[src/rtl/sd_chk_pkg.sv]
// sd_chk_pkg: shared FSM states, LFSR constants and pattern selectors for sd_rw_checker.
package sd_chk_pkg;
    typedef enum logic [2:0] {
        ST_IDLE,
        ST_WR_START,
        ST_WR_WAIT,
        ST_RD_START,
        ST_RD_WAIT,
        ST_NEXT,
        ST_DONE
    } state_e;
    localparam logic [15:0] LFSR_SEED = 16'hACE1;
    // Feedback taps of x^16+x^14+x^13+x^11+1 in right-shift Fibonacci form.
    localparam logic [15:0] LFSR_TAPS = 16'h002D;
    localparam logic PAT_INC  = 1'b0;
    localparam logic PAT_LFSR = 1'b1;
endpackage

[src/rtl/sd_chk_patgen.sv]
// sd_chk_patgen: test-word generator (incrementing, or LFSR when SD_CHK_LFSR_EN is defined).
// init reseeds per run, sec_start rewinds the word index per sector, step advances one word.
module sd_chk_patgen
    import sd_chk_pkg::*;
#(
    parameter int DATA_W    = 16,
    parameter int SEC_WORDS = 256
) (
    input  logic              clk_ref,
    input  logic              rst_n,
    input  logic              init,
    input  logic              sec_start,
    input  logic              step,
    input  logic              mode,
    input  logic [15:0]       sec_idx,
    output logic [DATA_W-1:0] word
);
    logic [15:0]       idx_q, idx_d;
    logic [DATA_W-1:0] inc;
    assign idx_d = (init || sec_start) ? '0 : step ? idx_q + 16'd1 : idx_q;
    assign inc   = DATA_W'(sec_idx) * DATA_W'(SEC_WORDS) + DATA_W'(idx_q);
    always_ff @(posedge clk_ref or negedge rst_n)
        if (!rst_n) idx_q <= '0;
        else        idx_q <= idx_d;
`ifdef SD_CHK_LFSR_EN
    // The LFSR only reseeds at run start so the sequence runs on across sectors.
    logic [15:0] lfsr_q, lfsr_d;
    assign lfsr_d = init ? LFSR_SEED : step ? {^(lfsr_q & LFSR_TAPS), lfsr_q[15:1]} : lfsr_q;
    assign word   = (mode == PAT_LFSR) ? DATA_W'(lfsr_q) : inc;
    always_ff @(posedge clk_ref or negedge rst_n)
        if (!rst_n) lfsr_q <= '0;
        else        lfsr_q <= lfsr_d;
`else
    logic unused_mode;
    assign unused_mode = mode;
    assign word        = inc;
`endif
endmodule

[config.mk]
export PLATFORM = sky130hd
export DESIGN_NAME = sd_chk_patgen
export DESIGN_NICKNAME = d
export VERILOG_FILES = /design/src/rtl/sd_chk_pkg.sv /design/src/rtl/sd_chk_patgen.sv
export SDC_FILE = /design/constraint.sdc
export NUM_CORES = 1
export LEC_CHECK = 0
export CORE_UTILIZATION = 49
export CTS_CLUSTER_DIAMETER = 200
export CTS_CLUSTER_SIZE = 24
export DETAILED_ROUTE_END_ITERATION = 16
export GPL_TIMING_DRIVEN = 0
export PLACE_DENSITY = 0.82
export SETUP_SLACK_MARGIN = 0.2
export SLEW_MARGIN = 10
export SYNTH_ARGS = -nofsm -noshare
export SYNTH_HDL_FRONTEND = slang
export SYNTH_SLANG_ARGS = --single-unit
[constraint.sdc]
create_clock -name clk_ref -period 4.4 [get_ports clk_ref]
set_input_delay 1.32 -clock clk_ref [delete_from_list [all_inputs] [get_ports clk_ref]]
set_output_delay 1.32 -clock clk_ref [all_outputs]
set_load 0.01 [all_outputs]
==> flow_summary.ini, run 1 <==
[worst_setup_path]
crit_family = adder cells
worstPathRequired_ns = 3.08
critPathKind = in -> out
cp-start-kind = input pin
cp_slowest_stage_delay_ns = 0.35
slowest_stage = fa_2
critPathBufInv = 3
endpoint_kind = output pin
worstPathArrival_ns = 2.80
cp_cell_sequence = dlygate4sd2_1 -> ha_2 -> inv_2 -> fa_2 -> nand2b_4 -> a21boi_4 -> o21a_1 -> o311ai_1 -> buf_2
crit_fanout = 3

[floorplanning]
core_um2 = 2210
die_y_um = 50.5
start_util_pct = 52.2
ioPinCount = 38
placementRows = 17
die_width_um = 50.5
die_area_um2 = 2550

[routing]
vias_per_cell = 5.37
via_count = 1005
detail-route-antenna-nets = 0
wl_um = 2360
wl_per_cell_um = 12.6
dr.pass1.iters = 4
drtIter0Drc = 8
drc_errors = 0

[grt]
antenna_found_initial = 0
grt_pass1_wl_um = 4100
grt_max_degree = 17
grt_overflow = 0
grt_pass1_vias = 977
grt_usage_pct = 21.3

[synth]
synthFlopType = dfrtp_1
syn-num-nets = 157
ys_types = 34
synth_edf_count = 0
yosys.area.top_type = dfrtp_1
synth_warnings = 0
synth_top_area_share_pct = 34.7
ys_seq_area_share_pct = 34.7
synthCells = 126
synth_async_sr_flop_share_pct = 100
yosysMostFrequentCell = nor2_1
syn_area_um2 = 1150
synth_seq_cells = 16
synthTopCellsByCount = 17 x nor2_1, 16 x dfrtp_1, 12 x xor2_1
syn_area_per_cell_um2 = 9.17
yosys-top-cells-area = dfrtp_1 35%, xor2_1 9.1%, ha_1 8.7%

[clock_network]
insertion_delay_ns = 0.28
cts-buffers-inserted = 3
cts_hold_buffers = 0
ctsHtreeMaxLevel = 1
path_clk_slew_ns = 0.09
cts_root_buf = clkbuf_4
cts_tree = yes
cts.sinks = 16
clk_path_buf_depth = 2

[pwr]
power_frac_clock_pct = 34.1
peakVddDrop_mv = 0.242
power_density_nw_per_um2 = 184
p_total_mw = 0.288
power_frac_seq_pct = 51.5
intPower_mw = 0.220
swShare_pct = 23.4
pwr-share-comb_pct = 14.4
p_switching_mw = 0.0674
power_leakage_nw = 0.706

[timing]
period_share_pct = 93.7
rsz0062_at_grt = yes
setup_viol = 0
final.setup_skew_ns = 0.000991
slew_viol_final = 0
relSlewSlack_pct = 52.5
final-hold-violation-count = 0
fmax_mhz = 243
period_needed_ns = 4.12
worst_pin_slew_ns = 0.711

[outcome]
status = finished, final reports clean

[layout]
top_regs = idx_q: 16 flops
fin_nets = 191
syn_to_final_growth_pct = 35.3
final_layout_size_suffix_gt1_share_pct = 20.1
final_area_um2 = 1560
largest_register_ffs = 16
antenna_cells = 0
top_register = idx_q

[placement]
place_congestion = 0.740
post-dp-hpwl_um = 1740
io_buffers = 28
place_area_um2 = 1470

[worst_hold_path]
hold_class = reg -> reg

[job]
cap_violations = 0
==> layout make-up <==
type	count	area [um^2]
Sequential cell	16	400
Tap cell	28	35.0
Inverter	8	30.0
Multi-Input combinational cell	89	702
Clock buffer	4	36.3
Timing Repair Buffer	29	264
Fill cell	193	649
Buffer	13	95.1
==> routing by layer <==
metal | global-route usage, % | up-vias | routed length [um]
met2 | 39.8 | 34 | 1230
met3 | 3.33 | 4 | 112
li1 | - | 491 | -
met4 | 6.94 | 0 | 20
met5 | 0 | - | 0
met1 | 24.3 | 476 | 998
==> placed cells by master, fill, tap and decap left out, types with 5 or more instances in the layout <==
cell,n
xnor2_1,6
nand3_1,6
buf_4,9
clkdlybuf4s50_1,18
dfrtp_1,16
nor2_1,17
xor2_1,12
nand4_1,5
dlygate4sd2_1,7
inv_1,7
==> stage by stage <==
step                hold WS, ns  cells  setup slack (ns)  setup TNS (ns)  util, %
finish                    0.572    187             0.278               0     70.6
global route              0.626    187             0.172               0     70.6
CTS                       0.585    187             0.242               0     70.3
detailed placement        0.571    182            -0.583           -1.64     66.5
global placement          0.543    182            -0.567           -1.48     66.5
floorplan                 0.520    126             0.397               0        -
==> power groups by stage <==
stage | registers, mW | logic, mW | clock network, mW
5_1_grt | 0.148 | 0.0457 | 0.106
4_1_cts | 0.148 | 0.0414 | 0.101
3_3_place_gp | 0.151 | 0.0412 | 0
3_5_place_dp | 0.151 | 0.0421 | 0
6_report | 0.148 | 0.0413 | 0.0981
2_1_floorplan | 0.151 | 0.0169 | 0
==> repair_timing <==
action                                  in CTS  in global routing
gates resized for setup                     33                  1
endpoints found under the setup margin       7                  4
buffers inserted                             1                  0
pin swaps                                    9                  4
==> tightest hold or removal path: cells and delay by family, from the launching register on <==
family	cells	cell delay, ns
flip-flops	1	0.41
AO/OA/AOI/OAI	2	0.13
==> final timing paths <==
path	start	to	slack (ns)	cells after the start
setup / recovery	sec_idx[0]	word[14]	0.28	9
hold / removal	idx_q[15]$_DFFE_PN0P_	idx_q[15]$_DFFE_PN0P_	0.57	2
setup reg to reg	idx_q[3]$_DFFE_PN0P_	idx_q[15]$_DFFE_PN0P_	2.82	5
hold reg to reg	idx_q[15]$_DFFE_PN0P_	idx_q[15]$_DFFE_PN0P_	0.57	2
max in group asynchronous	rst_n	idx_q[14]$_DFFE_PN0P_	2.50	1
min in group asynchronous	rst_n	idx_q[5]$_DFFE_PN0P_	1.45	1
==> cells by family after synthesis <==
kind of cell	after synthesis	synth area share [%]
fa+ha+maj	9	10.4
flops	16	34.7
mux	1	0.867
simple gates	47	21.5
compound gates	14	8.13
xor+xnor	18	13.7
buf+inv	21	10.8
Note: power is estimated with default switching activity, not from simulation.
==> run 2, diff against run 1 <==
--- a/config.mk
+++ b/config.mk
@@ -5,6 +5,7 @@
 export SDC_FILE = /design/constraint.sdc
 export NUM_CORES = 1
 export LEC_CHECK = 0
+export CORE_ASPECT_RATIO = 0.8
 export CORE_UTILIZATION = 49
 export CTS_CLUSTER_DIAMETER = 200
 export CTS_CLUSTER_SIZE = 24
==> run 2 against run 1 <==
  * Global-route usage grew 0.093 points
  * Sequential cell count is the same
  * Register-to-register slack is essentially flat
  * Worst setup slack lost 0.021 ns
  * Combinational power grew 1%
  * Design area shrank 0.48%
  * Routed wire length grew 1.9%
  * Sequential power is essentially flat
  * Non-clock buffer count grew 1
==> flow_summary.ini, run 2 (synthesis results as in run 1) <==
[outcome]
status = finished, final reports clean

[floorplanning]
core_um2 = 2200
die_area_um2 = 2560
placementRows = 15
start_util_pct = 52.6
die_y_um = 45.4
die_width_um = 56.3
ioPinCount = 38

[timing]
hold_ws_ns = 0.578
setup_viol = 0
slew_viol_final = 0
worst_slack_ns = 0.257
worst_pin_slew_ns = 0.710
fmax_mhz = 241
period_share_pct = 94.2
final.setup_skew_ns = 0.00412
rsz0062_at_grt = yes
final-hold-violation-count = 0
period_needed_ns = 4.14
relSlewSlack_pct = 52.5

[worst_setup_path]
cp-start-kind = input pin
setup.worst_path.start = sec_idx[5]
cp_slowest_stage_delay_ns = 0.41
reg2reg_to = idx_q[15]$_DFFE_PN0P_
rr_startpoint = idx_q[7]$_DFFE_PN0P_
crit_family = buffers and inverters
worstPathArrival_ns = 2.82
worstSetupPathDepth = 6
endpoint = word[14]
cp_cell_sequence = clkdlybuf4s50_1 -> ha_1 -> nor2b_1 -> a221oi_1 -> o311ai_1 -> buf_2
reg2reg_depth = 4
r2r_slack_ns = 2.81
worstPathRequired_ns = 3.08
slowest_stage = clkdlybuf4s50_1
crit_fanout = 4
critPathBufInv = 2
critPathKind = in -> out
endpoint_kind = output pin

[layout]
final_layout_size_suffix_gt1_share_pct = 20.1
fin_util_pct = 70.8
antenna_cells = 0
top_regs = idx_q: 16 flops
top_register = idx_q
fin_cells = 184
fin_nets = 192
layout_common_cells = 17 x nor2_1, 17 x clkdlybuf4s50_1, 16 x dfrtp_1
syn_to_final_growth_pct = 34.7
largest_register_ffs = 16

[routing]
wl_per_cell_um = 13.1
wl_um = 2410
drtIter0Drc = 22
detail-route-antenna-nets = 0
vias_per_cell = 5.38
dr.pass1.iters = 4
drc_errors = 0
via_count = 989

[placement]
post-dp-hpwl_um = 1810
placedCellCount = 179
io_buffers = 28
dp_slack_ns = -0.671
place_congestion = 0.761

[clock_network]
cts_tree = yes
insertion_delay_ns = 0.29
path_clk_slew_ns = 0.09
cts-buffers-inserted = 3
cts.sinks = 16
cts_root_buf = clkbuf_4
clk_path_buf_depth = 2
ctsHtreeMaxLevel = 1

[grt]
grt_usage_pct = 21.4
grt_pass1_wl_um = 4150
grtUsageMet1_pct = 26.0
grt_use_met3_pct = 5.97
grt_overflow = 0
grtUsageMet2_pct = 38.3
grt_busiest_layer = met2
grt_pass1_vias = 949
grt_max_degree = 17
antenna_found_initial = 0

[job]
cap_violations = 0

[pwr]
power_leakage_nw = 0.713
p_total_mw = 0.267
peakVddDrop_mv = 0.161
power_density_nw_per_um2 = 172

[worst_hold_path]
hold_class = reg -> reg
-- run 2: routing by layer --
| metal | part of all wire, % | wire length, um |
|---|---|---|
| met5 | 0 | 0 |
| met4 | 2.2 | 54 |
| met3 | 4.2 | 102 |
| met2 | 49 | 1180 |
| met1 | 44 | 1070 |
-- run 2: how the worst min path moves through the flow --
stage          cells after the start            startpoint                    to
6_report                           2  idx_q[6]$_DFFE_PN0P_  idx_q[6]$_DFFE_PN0P_
5_1_grt                            2  idx_q[6]$_DFFE_PN0P_  idx_q[6]$_DFFE_PN0P_
4_1_cts                            2  idx_q[6]$_DFFE_PN0P_  idx_q[6]$_DFFE_PN0P_
3_5_place_dp                       2  idx_q[6]$_DFFE_PN0P_  idx_q[6]$_DFFE_PN0P_
3_3_place_gp                       2  idx_q[6]$_DFFE_PN0P_  idx_q[6]$_DFFE_PN0P_
2_1_floorplan                      2  idx_q[6]$_DFFE_PN0P_  idx_q[6]$_DFFE_PN0P_
-- run 2: final cells by class --
| type | instances | area [um^2] |
|---|---|---|
| Buffer | 13 | 95.1 |
| Sequential cell | 16 | 400 |
| Inverter | 8 | 30.0 |
| Timing Repair Buffer | 30 | 274 |
| Tap cell | 25 | 31.3 |
| Multi-Input combinational cell | 89 | 702 |
| Clock buffer | 3 | 22.5 |
| Fill cell | 155 | 641 |
-- run 2: worst reg2reg max path: cells and delay by family (launching register included) --
family | cells | cell delay (ns)
DFF | 1 | 0.47
AOI/OAI and AO/OA | 1 | 0.15
and+or+nand+nor | 3 | 0.90
-- run 2: power breakdown --
part           switching, mW  internal (mW)
combinational         0.0195         0.0223
sequential          0.000701          0.148
clock                 0.0450         0.0318
total                 0.0652          0.202
-- run 2: what timing repair did --
action,in CTS,in global routing
gates resized for setup,35,1
cloned,0,0
hold buffers,0,0
pin swaps,9,4
buffers inserted,1,1
endpoints found under the setup margin,7,4
-- run 2: stage by stage --
stage	TNS (ns)	area, um^2
after CTS	0	1550
final	0	1560
after global routing	0	1560
after global placement	-1.57	1470
after detailed placement	-1.85	1470
after floorplan	0	1150
